--- src/rtl/button_pkg.sv ---
// rtl/button_pkg.sv - shared bit indices, button count and repeat-FSM encoding
package button_pkg;

    // Bit positions of each pushbutton within btn_raw / btn_level / btn_press / btn_release
    localparam int BTN_RIGHT = 0;
    localparam int BTN_LEFT  = 1;
    localparam int BTN_UP    = 2;
    localparam int BTN_DOWN  = 3;
    localparam int BTN_COUNT = 4;

    // Per-channel auto-repeat state
    typedef enum logic [1:0] {
        ST_IDLE   = 2'd0,
        ST_HOLD   = 2'd1,
        ST_REPEAT = 2'd2
    } rep_state_t;

endpackage

--- src/rtl/button_channel.sv ---
// rtl/button_channel.sv - one-bit synchronizer, debouncer and auto-repeat FSM
//
// Ports:
//   clk         system clock, rising edge
//   rst_n       asynchronous active-low reset
//   btn_raw     unsynchronized pushbutton pin
//   btn_level   debounced active-high level
//   btn_press   one-cycle pulse on debounced press and on each auto-repeat
//   btn_release one-cycle pulse on debounced release
module button_channel
    import button_pkg::*;
#(
    parameter int DEBOUNCE_CYCLES = 500000,
    parameter int REPEAT_DELAY    = 25000000,
    parameter int REPEAT_PERIOD   = 5000000,
    parameter bit ACTIVE_LOW      = 1'b0
) (
    input  logic clk,
    input  logic rst_n,
    input  logic btn_raw,
    output logic btn_level,
    output logic btn_press,
    output logic btn_release
);

    localparam int              DCW         = $clog2(DEBOUNCE_CYCLES + 1);
    localparam logic [DCW-1:0]  DEB_LAST    = DCW'(DEBOUNCE_CYCLES - 1);
    localparam int              RPT_MAX     = (REPEAT_DELAY > REPEAT_PERIOD) ? REPEAT_DELAY : REPEAT_PERIOD;
    localparam int              RCW         = $clog2(RPT_MAX + 1);
    localparam logic [RCW-1:0]  DELAY_LAST  = RCW'((REPEAT_DELAY > 0) ? REPEAT_DELAY - 1 : 0);
    localparam logic [RCW-1:0]  PERIOD_LAST = RCW'(REPEAT_PERIOD - 1);
    localparam bit              REPEAT_EN   = (REPEAT_DELAY > 0);

    logic           sync1_q, sync1_d;
    logic           sync2_q, sync2_d;
    logic           stable_q, stable_d;
    logic [DCW-1:0] deb_cnt_q, deb_cnt_d;
    logic           level_q, level_d;
    logic           press_q, press_d;
    logic           release_q, release_d;
    rep_state_t     state_q, state_d;
    logic [RCW-1:0] rpt_cnt_q, rpt_cnt_d;
    logic           raw_in;
    logic           rise;
    logic           fall;

    assign raw_in = btn_raw ^ ACTIVE_LOW;

    // Debounce decision. stable_q is the accepted level; it is re-registered
    // into level_q so the visible level and its press/release pulses appear
    // together one cycle after the decision.
    always_comb begin
        sync1_d   = raw_in;
        sync2_d   = sync1_q;
        stable_d  = stable_q;
        deb_cnt_d = '0;
        if (sync2_q != stable_q) begin
            if (deb_cnt_q == DEB_LAST) begin
                stable_d = ~stable_q;
            end else begin
                deb_cnt_d = deb_cnt_q + DCW'(1);
            end
        end
        level_d = stable_q;
    end

    assign rise = stable_q & ~level_q;
    assign fall = ~stable_q & level_q;

    // State register (all channel flops)
    always_ff @(posedge clk or negedge rst_n) begin
        if (!rst_n) begin
            sync1_q   <= 1'b0;
            sync2_q   <= 1'b0;
            stable_q  <= 1'b0;
            deb_cnt_q <= '0;
            level_q   <= 1'b0;
            press_q   <= 1'b0;
            release_q <= 1'b0;
            state_q   <= ST_IDLE;
            rpt_cnt_q <= '0;
        end else begin
            sync1_q   <= sync1_d;
            sync2_q   <= sync2_d;
            stable_q  <= stable_d;
            deb_cnt_q <= deb_cnt_d;
            level_q   <= level_d;
            press_q   <= press_d;
            release_q <= release_d;
            state_q   <= state_d;
            rpt_cnt_q <= rpt_cnt_d;
        end
    end

    // Next-state logic. A fall always returns to IDLE, overriding any repeat.
    always_comb begin
        state_d   = state_q;
        rpt_cnt_d = '0;
        case (state_q)
            ST_IDLE: begin
                if (rise) state_d = ST_HOLD;
            end
            ST_HOLD: begin
                if (fall) begin
                    state_d = ST_IDLE;
                end else if (REPEAT_EN && (rpt_cnt_q == DELAY_LAST)) begin
                    state_d = ST_REPEAT;
                end else if (REPEAT_EN) begin
                    rpt_cnt_d = rpt_cnt_q + RCW'(1);
                end
            end
            ST_REPEAT: begin
                if (fall) begin
                    state_d = ST_IDLE;
                end else if (rpt_cnt_q != PERIOD_LAST) begin
                    rpt_cnt_d = rpt_cnt_q + RCW'(1);
                end
            end
            default: state_d = ST_IDLE;
        endcase
    end

    // Output logic
    always_comb begin
        press_d   = 1'b0;
        release_d = fall;
        case (state_q)
            ST_IDLE:   press_d = rise;
            ST_HOLD:   press_d = !fall && REPEAT_EN && (rpt_cnt_q == DELAY_LAST);
            ST_REPEAT: press_d = !fall && (rpt_cnt_q == PERIOD_LAST);
            default:   press_d = 1'b0;
        endcase
    end

    assign btn_level   = level_q;
    assign btn_press   = press_q;
    assign btn_release = release_q;

endmodule

--- src/rtl/button_conditioner.sv ---
// rtl/button_conditioner.sv - four independent debounced, auto-repeating button channels
//
// Ports:
//   clk         system clock, rising edge
//   rst_n       asynchronous active-low reset
//   btn_raw     raw pins: bit0 right, bit1 left, bit2 up, bit3 down
//   btn_level   debounced active-high levels
//   btn_press   press / auto-repeat pulses
//   btn_release release pulses
module button_conditioner
    import button_pkg::*;
#(
    parameter int DEBOUNCE_CYCLES = 500000,
    parameter int REPEAT_DELAY    = 25000000,
    parameter int REPEAT_PERIOD   = 5000000,
    parameter bit ACTIVE_LOW      = 1'b0
) (
    input  logic                 clk,
    input  logic                 rst_n,
    input  logic [BTN_COUNT-1:0] btn_raw,
    output logic [BTN_COUNT-1:0] btn_level,
    output logic [BTN_COUNT-1:0] btn_press,
    output logic [BTN_COUNT-1:0] btn_release
);

    for (genvar i = 0; i < BTN_COUNT; i++) begin : g_chan
        button_channel #(
            .DEBOUNCE_CYCLES (DEBOUNCE_CYCLES),
            .REPEAT_DELAY    (REPEAT_DELAY),
            .REPEAT_PERIOD   (REPEAT_PERIOD),
            .ACTIVE_LOW      (ACTIVE_LOW)
        ) u_chan (
            .clk         (clk),
            .rst_n       (rst_n),
            .btn_raw     (btn_raw[i]),
            .btn_level   (btn_level[i]),
            .btn_press   (btn_press[i]),
            .btn_release (btn_release[i])
        );
    end

endmodule

--- config.mk ---
export PLATFORM = sky130hd
export DESIGN_NAME = button_conditioner
export DESIGN_NICKNAME = d
export VERILOG_FILES = /design/src/rtl/button_pkg.sv /design/src/rtl/button_channel.sv /design/src/rtl/button_conditioner.sv
export SDC_FILE = /design/constraint.sdc
export NUM_CORES = 1
export LEC_CHECK = 0
export ABC_AREA = 1
export BUFFER_PORTS_ARGS = -buffer_cell sky130_fd_sc_hd__buf_4
export CORE_MARGIN = 2
export CORE_UTILIZATION = 50
export DETAILED_ROUTE_END_ITERATION = 10
export PLACE_DENSITY = 0.77
export REMOVE_ABC_BUFFERS = 1
export SLEW_MARGIN = 20
export SYNTH_ARGS = -nofsm -noshare
export SYNTH_HDL_FRONTEND = slang
export SYNTH_SLANG_ARGS = --single-unit
export TNS_END_PERCENT = 1
--- constraint.sdc ---
create_clock -name clk -period 2.5 [get_ports clk]
set_input_delay 0.375 -clock clk [delete_from_list [all_inputs] [get_ports clk]]
set_output_delay 0.375 -clock clk [all_outputs]
set_load 0.01 [all_outputs]
Word level (Yosys, flattened, before mapping)
Cells that the tools add are included.
- word-level logic and storage cells: 176
- output and inout port bits: 12
- register bits: 208
- bits of input ports: 6
- eq/ne operators: 40
- mux-type cells: 52
- bitwise gates (word level): 16
- $add $sub $neg: 8
- reduce and logical (&&, ||, !) cells: 24
- operators by type and width (operator ; number):
    two-way mux 25 bit ; 16
    one-hot mux 25 bit (2 select lines) ; 4
    two-way mux 19 bit ; 8
    adder 25 x 1 -> 25 bit (second input constant) ; 4
    == test 25 x 23 -> 1 bit (second input constant) ; 4
    == test 25 bit (second input constant) ; 4
    != test 25 x 23 -> 1 bit (second input constant) ; 4
    adder 19 x 1 -> 19 bit (second input constant) ; 4
    == test 19 bit (second input constant) ; 4
    two-way mux 2 bit ; 16
    one-hot mux 2 bit (3 select lines) ; 4
    != test 2 x 1 -> 1 bit (second input constant) ; 8
    != test 3 x 1 -> 1 bit (second input constant) ; 4
    one-hot mux 1 bit (3 select lines) ; 4
    AND reduction 3 bit ; 4
    AND 1 bit ; 8
    == test 2 x 1 -> 1 bit (second input constant) ; 4
    == test 2 bit (second input constant) ; 4
    logical AND 1 bit ; 8
    zero test 2 bit ; 4
    inverter 1 bit ; 8
    AND reduction 2 bit ; 4
    zero test 1 bit ; 4
    != test 1 bit ; 4

Logic depth before layout (Yosys ltp)
- depth after elaboration: 5
- gate-level depth with buffers: 11
- mapped depth without buffers: 10

Modules after synthesis
A second synthesis with hierarchy kept.
- cell total of the unflattened synthesis: 1511
- area total of the unflattened synthesis: 11730.0 µm²
- by module, submodules not included (module ; area each (µm²) ; instances ; cells each ; sequential area each (µm²)):
    button_channel (g_chan[1].u_chan ...) ; 2929.1 ; 2 ; 377 ; 1301.2
    button_channel (g_chan[0].u_chan) ; 2967.8 ; 1 ; 376 ; 1301.2
    button_channel (g_chan[3].u_chan) ; 2904.0 ; 1 ; 381 ; 1301.2

Least setup slack after synthesis
OpenSTA, ideal clock, no wires.
- kind: reg2reg
- from: register g_chan[1].u_chan.deb_cnt_q[0]
- to: register g_chan[1].u_chan.deb_cnt_q[15]
- data arrival time: 1365 ps
- stages on the path, launching flop included: 9
- data required time: 2378 ps
- path slack: 1013 ps
- period minus slack after synthesis: 1487 ps
- path through: dfrtp_1 -> ha_1 -> nand2_1 -> nor2_2 -> nand4_1 -> o21ai_2 -> inv_2 -> nand2_1 -> nor2_1
- word-level cells in the longest chain between the ends: 3
- elaborated cells between the ends (all ways): 4
- classes of those cells: add/sub: 1; eq/ne: 1; mux: 2
- ends and longest elaborated chain (item ; RTL line ; RTL):
    from (decl) ; button_channel.sv:37 ; logic [DCW-1:0] deb_cnt_q, deb_cnt_d;
    from (signal assigned) ; button_channel.sv:86 ; deb_cnt_q <= deb_cnt_d;
    adder 19 x 1 -> 19 bit / == test 19 bit (equally long branches) ; button_channel.sv:61, button_channel.sv:58 ;
    two-way mux 19 bit (*) ; button_channel.sv:58 ; if (deb_cnt_q == DEB_LAST) begin
    two-way mux 19 bit (*) ; button_channel.sv:57 ; if (sync2_q != stable_q) begin
    via g_chan[1].u_chan.deb_cnt_d[15] ; button_channel.sv:37 ;
Mark *: on every way through the listed nets, which the timed path passes. The rest lies on a longest branch.
A chain may end at the register's enable or synchronous reset.

Final worst setup path
- from: register g_chan[0].u_chan.rpt_cnt_q[0]
- to: register g_chan[0].u_chan.rpt_cnt_q[24]
- word-level cells in the longest chain between the ends: 4
- elaborated cells between the ends (all ways): 8
- classes of those cells: add/sub: 1; eq/ne: 2; mux: 5
- ends and longest elaborated chain (item ; RTL line ; RTL):
    from (decl) ; button_channel.sv:42 ; logic [RCW-1:0] rpt_cnt_q, rpt_cnt_d;
    from (signal assigned) ; button_channel.sv:91 ; rpt_cnt_q <= rpt_cnt_d;
    adder 25 x 1 -> 25 bit, or another cell as far along ; button_channel.sv:109, button_channel.sv:116 ;
    two-way mux 25 bit (on tied branches) ; button_channel.sv:115, button_channel.sv:106 ;
    two-way mux 25 bit (on tied branches) ; button_channel.sv:113, button_channel.sv:104 ;
    one-hot mux 25 bit (2 select lines) (*) ; button_channel.sv:99 ; case (state_q)
    via g_chan[0].u_chan.rpt_cnt_d[24] ; button_channel.sv:42 ;
Marks and branches as above.

==> impl_metrics.yaml <==
setup_path:
  crit_family: "simple AND/OR/NAND/NOR gates"
  r2r_end: "g_chan[0].u_chan.rpt_cnt_q[24]"
  reg2reg_depth: 8
  worst_setup_path_end_kind: "flip-flop"
  critPathMaxFanout: 20
  crit_path_start_kind: "flip-flop"
  path_class: "flip-flop to flip-flop"
  worstReg2RegStart: "g_chan[0].u_chan.rpt_cnt_q[0]"
  worst_ep_required_time_ns: 2.89
  r2r_slack_ns: 0.65
  cpMaxStageDelayCell: "dfrtp_1"
  path_buf_inv: 0
  arrival_ns: 2.24
  path_cells: "ha_1, nand3_1, nor2_1, nand3_1, nand2_1, nand2_2, nand2_2, nor2_1"
  max_stage_delay_ns: 0.39
clocking:
  clk_latency_ns: 0.52
  h-tree-depth: 1
  cts_buffer_depth: 3
  numClockSinks: 208
  cts_resized: 0
  cts_buffers: 24
  postCtsSetupRepairBufs: 0
  root_buffer: "clkbuf_16"
  cts_tree: "built"
  holdBufCountCts: 5
  clk_pin_slew_ns: 0.06
sta:
  drv_slew: 0
  worstMarginPinSlew_ns: 0.459
  setup_tns_ns: 0
  hold_violations: 0
  fin_crit_ns: 1.85
  setup_violations: 0
  final.period_utilization_pct: 74.0
  finalClockSkew_ns: 0.0116
  fmax_mhz: 540
  relSlewSlack_pct: 69.3
  rsz0062_at_grt: "no"
floorplan:
  start_util_pct: 51.2
  die_y_um: 157
  ios: 18
  coreArea_um2: 22700
  die_area_um2: 24500
  core.rowCount: 55
  die_x_um: 157
finish:
  syn_to_final_growth_pct: 11.3
  nFillCells: 2113
  fin_cells: 1847
  final_nets: 1574
  register_area_um2: 5200
  drive_above_1_share_pct: 9.09
  num_antenna_cells: 0
  multiInputGateArea_um2: 5450
detailed_routing:
  vias_per_cell: 5.09
  vias: 9400
  wire_per_inst_um: 12.4
  routed_wl_um: 22800
  ant_nets: 0
  drc: 0
  drtPass1Iterations: 5
  drt-initial-drc-count: 522
placed_design:
  dp_hpwl_um: 16500
  port_buffers: 17
  place_inst: 1798
  gp_congestion: 0.907
global_route:
  antenna_found_initial: 0
  overflow: 0
  grt_pass1_vias: 9114
  grt_pass1_wl_um: 40100
  grt_use_total_pct: 19.4
  grt_max_degree: 62
power:
  swShare_pct: 21.0
  p_leak_uw: 0.00567
  pwr-share-seq_pct: 46.1
  p_comb_share_pct: 1.9
  p_clk_share_pct: 51.9
  pwr_density_cell_nw_per_um2: 570
  p_sw_uw: 1550
  p_int_uw: 5830
  ir_worst_vdd_v: 0.000356
synth:
  ys_ff_latch: 208
  synth_top_cell_by_area: "dfrtp_1"
  netlist_instances: 1510
  synthXorXnorAreaFrac_pct: 7.00
  synth_flop_cell: "dfrtp_1"
  synth_area_leaders: "dfrtp_1 45%, nand2_1 10%, nor2_1 10%, inv_1 6.6%, xor2_1 5.9%"
  synth_top_family_by_area: "simple AND/OR/NAND/NOR gates"
  yosys.area_share.simple_pct: 34.5
  yosysUniqueCellTypes: 39
  synthArstFlopShare_pct: 100
  syn-cell-area_um2: 11600
  synth_edf_count: 0
  synthAdderAreaFrac_pct: 2.58
  yosys_warnings: 0
  seq_area_frac_synth_pct: 44.8
  syn_avg_cell_area_um2: 7.70
  synth_compound_area_share_pct: 2.83
  synth_mux_area_share_pct: 0
  yosysTopAreaCellShare_pct: 44.8
worst_hold_path:
  hold_class: "flip-flop to flip-flop"
  min_path_cells: 0
  min_to: "g_chan[0].u_chan.sync2_q"
  worstHoldStart: "g_chan[0].u_chan.sync1_q"
outcome:
  status: "completed"
flow_run:
  max_cap_viol_count: 0
[cell families after synthesis]
group / count (synthesis)
xor+xnor: 93
flops: 208
fa+ha+maj: 24
simple gates: 894
compound gates: 61
buf+inv: 230
[per-stage QoR]
step	setup WS [ns]	util [%]	cell area [µm²]	power, µW	hold slack, ns
after global placement	0.712	52.9	12000	3610	0.314
after floorplan	0.966	-	11400	3510	0.0794
after CTS	0.629	57.0	12900	7470	0.356
after global routing	0.378	57.0	12900	7650	0.360
after detailed placement	0.642	52.9	12000	3610	0.320
final	0.649	57.0	12900	7380	0.352
[routing by layer]
layer	up-vias	share of wire (%)	global-route usage (%)
met5	-	0	0
met3	40	4.0	2.69
met2	168	47	33.1
met1	4404	46	25.8
li1	4788	-	-
met4	0	2.2	5.77
[power groups by stage]
stage / registers [µW] / clock network, µW / logic (µW)
finish: 3410 / 3830 / 144
global route: 3410 / 4080 / 169
CTS: 3410 / 3920 / 152
detailed placement: 3470 / 0 / 143
global placement: 3470 / 0 / 141
floorplan: 3460 / 0 / 44.1
[synthesized netlist by cell type (17+ instances only)]
cell type	count
nand3_1	88
a21oi_1	18
xor2_1	78
ha_1	24
nand2_1	312
nor2_1	309
inv_1	203
o21ai_0	30
nand4_1	48
nor3_1	49
nand2_2	17
nor2_2	24
dfrtp_1	208
[flip-flops by register name, summed over array words and instances, names as in the netlist]
signal,cells
g_chan.u_chan.btn_level,4
g_chan.u_chan.btn_press,4
g_chan.u_chan.btn_release,4
g_chan.u_chan.deb_cnt_q,76
g_chan.u_chan.level_d,4
g_chan.u_chan.rpt_cnt_q,100
g_chan.u_chan.state_q,8
g_chan.u_chan.sync1_q,4
g_chan.u_chan.sync2_q,4
[worst max path at each step]
stage,start,end,slack (ns),depth (start not counted)
2_1_floorplan,g_chan[2].u_chan.rpt_cnt_q[0],g_chan[2].u_chan.rpt_cnt_q[17],0.97,10
3_3_place_gp,g_chan[0].u_chan.rpt_cnt_q[0],g_chan[0].u_chan.rpt_cnt_q[24],0.71,8
3_5_place_dp,g_chan[0].u_chan.rpt_cnt_q[0],g_chan[0].u_chan.rpt_cnt_q[24],0.64,8
4_1_cts,g_chan[0].u_chan.rpt_cnt_q[0],g_chan[0].u_chan.rpt_cnt_q[24],0.63,8
5_1_grt,g_chan[0].u_chan.rpt_cnt_q[0],g_chan[0].u_chan.rpt_cnt_q[20],0.38,8
6_report,g_chan[0].u_chan.rpt_cnt_q[0],g_chan[0].u_chan.rpt_cnt_q[24],0.65,8
[area by class of cell]
type / count / share of cell area (%)
clock buffers: 28 / 5.08
clock inverters: 16 / 1.75
inverters: 209 / 6.06
multi-input cells: 1072 / 42.1
flip-flops and latches: 208 / 40.2
well taps: 285 / 2.76
repair buffers: 29 / 2.03
[layout by cell type, fill, tap and decap left out, types with 15 or more instances in the layout]
cell,Yosys,final
xor2_1,78,78
xnor2_1,15,15
nand2_2,17,17
o21ai_0,30,30
dfrtp_1,208,208
nor2_1,309,309
nand3_1,88,88
inv_1,203,203
nor2_2,24,24
nor3_1,49,49
a21oi_1,18,18
buf_4,15,21
clkbuf_16,0,25
nand4_1,48,48
nand2_1,312,312
ha_1,24,24
(Power assumes the default switching activity.)
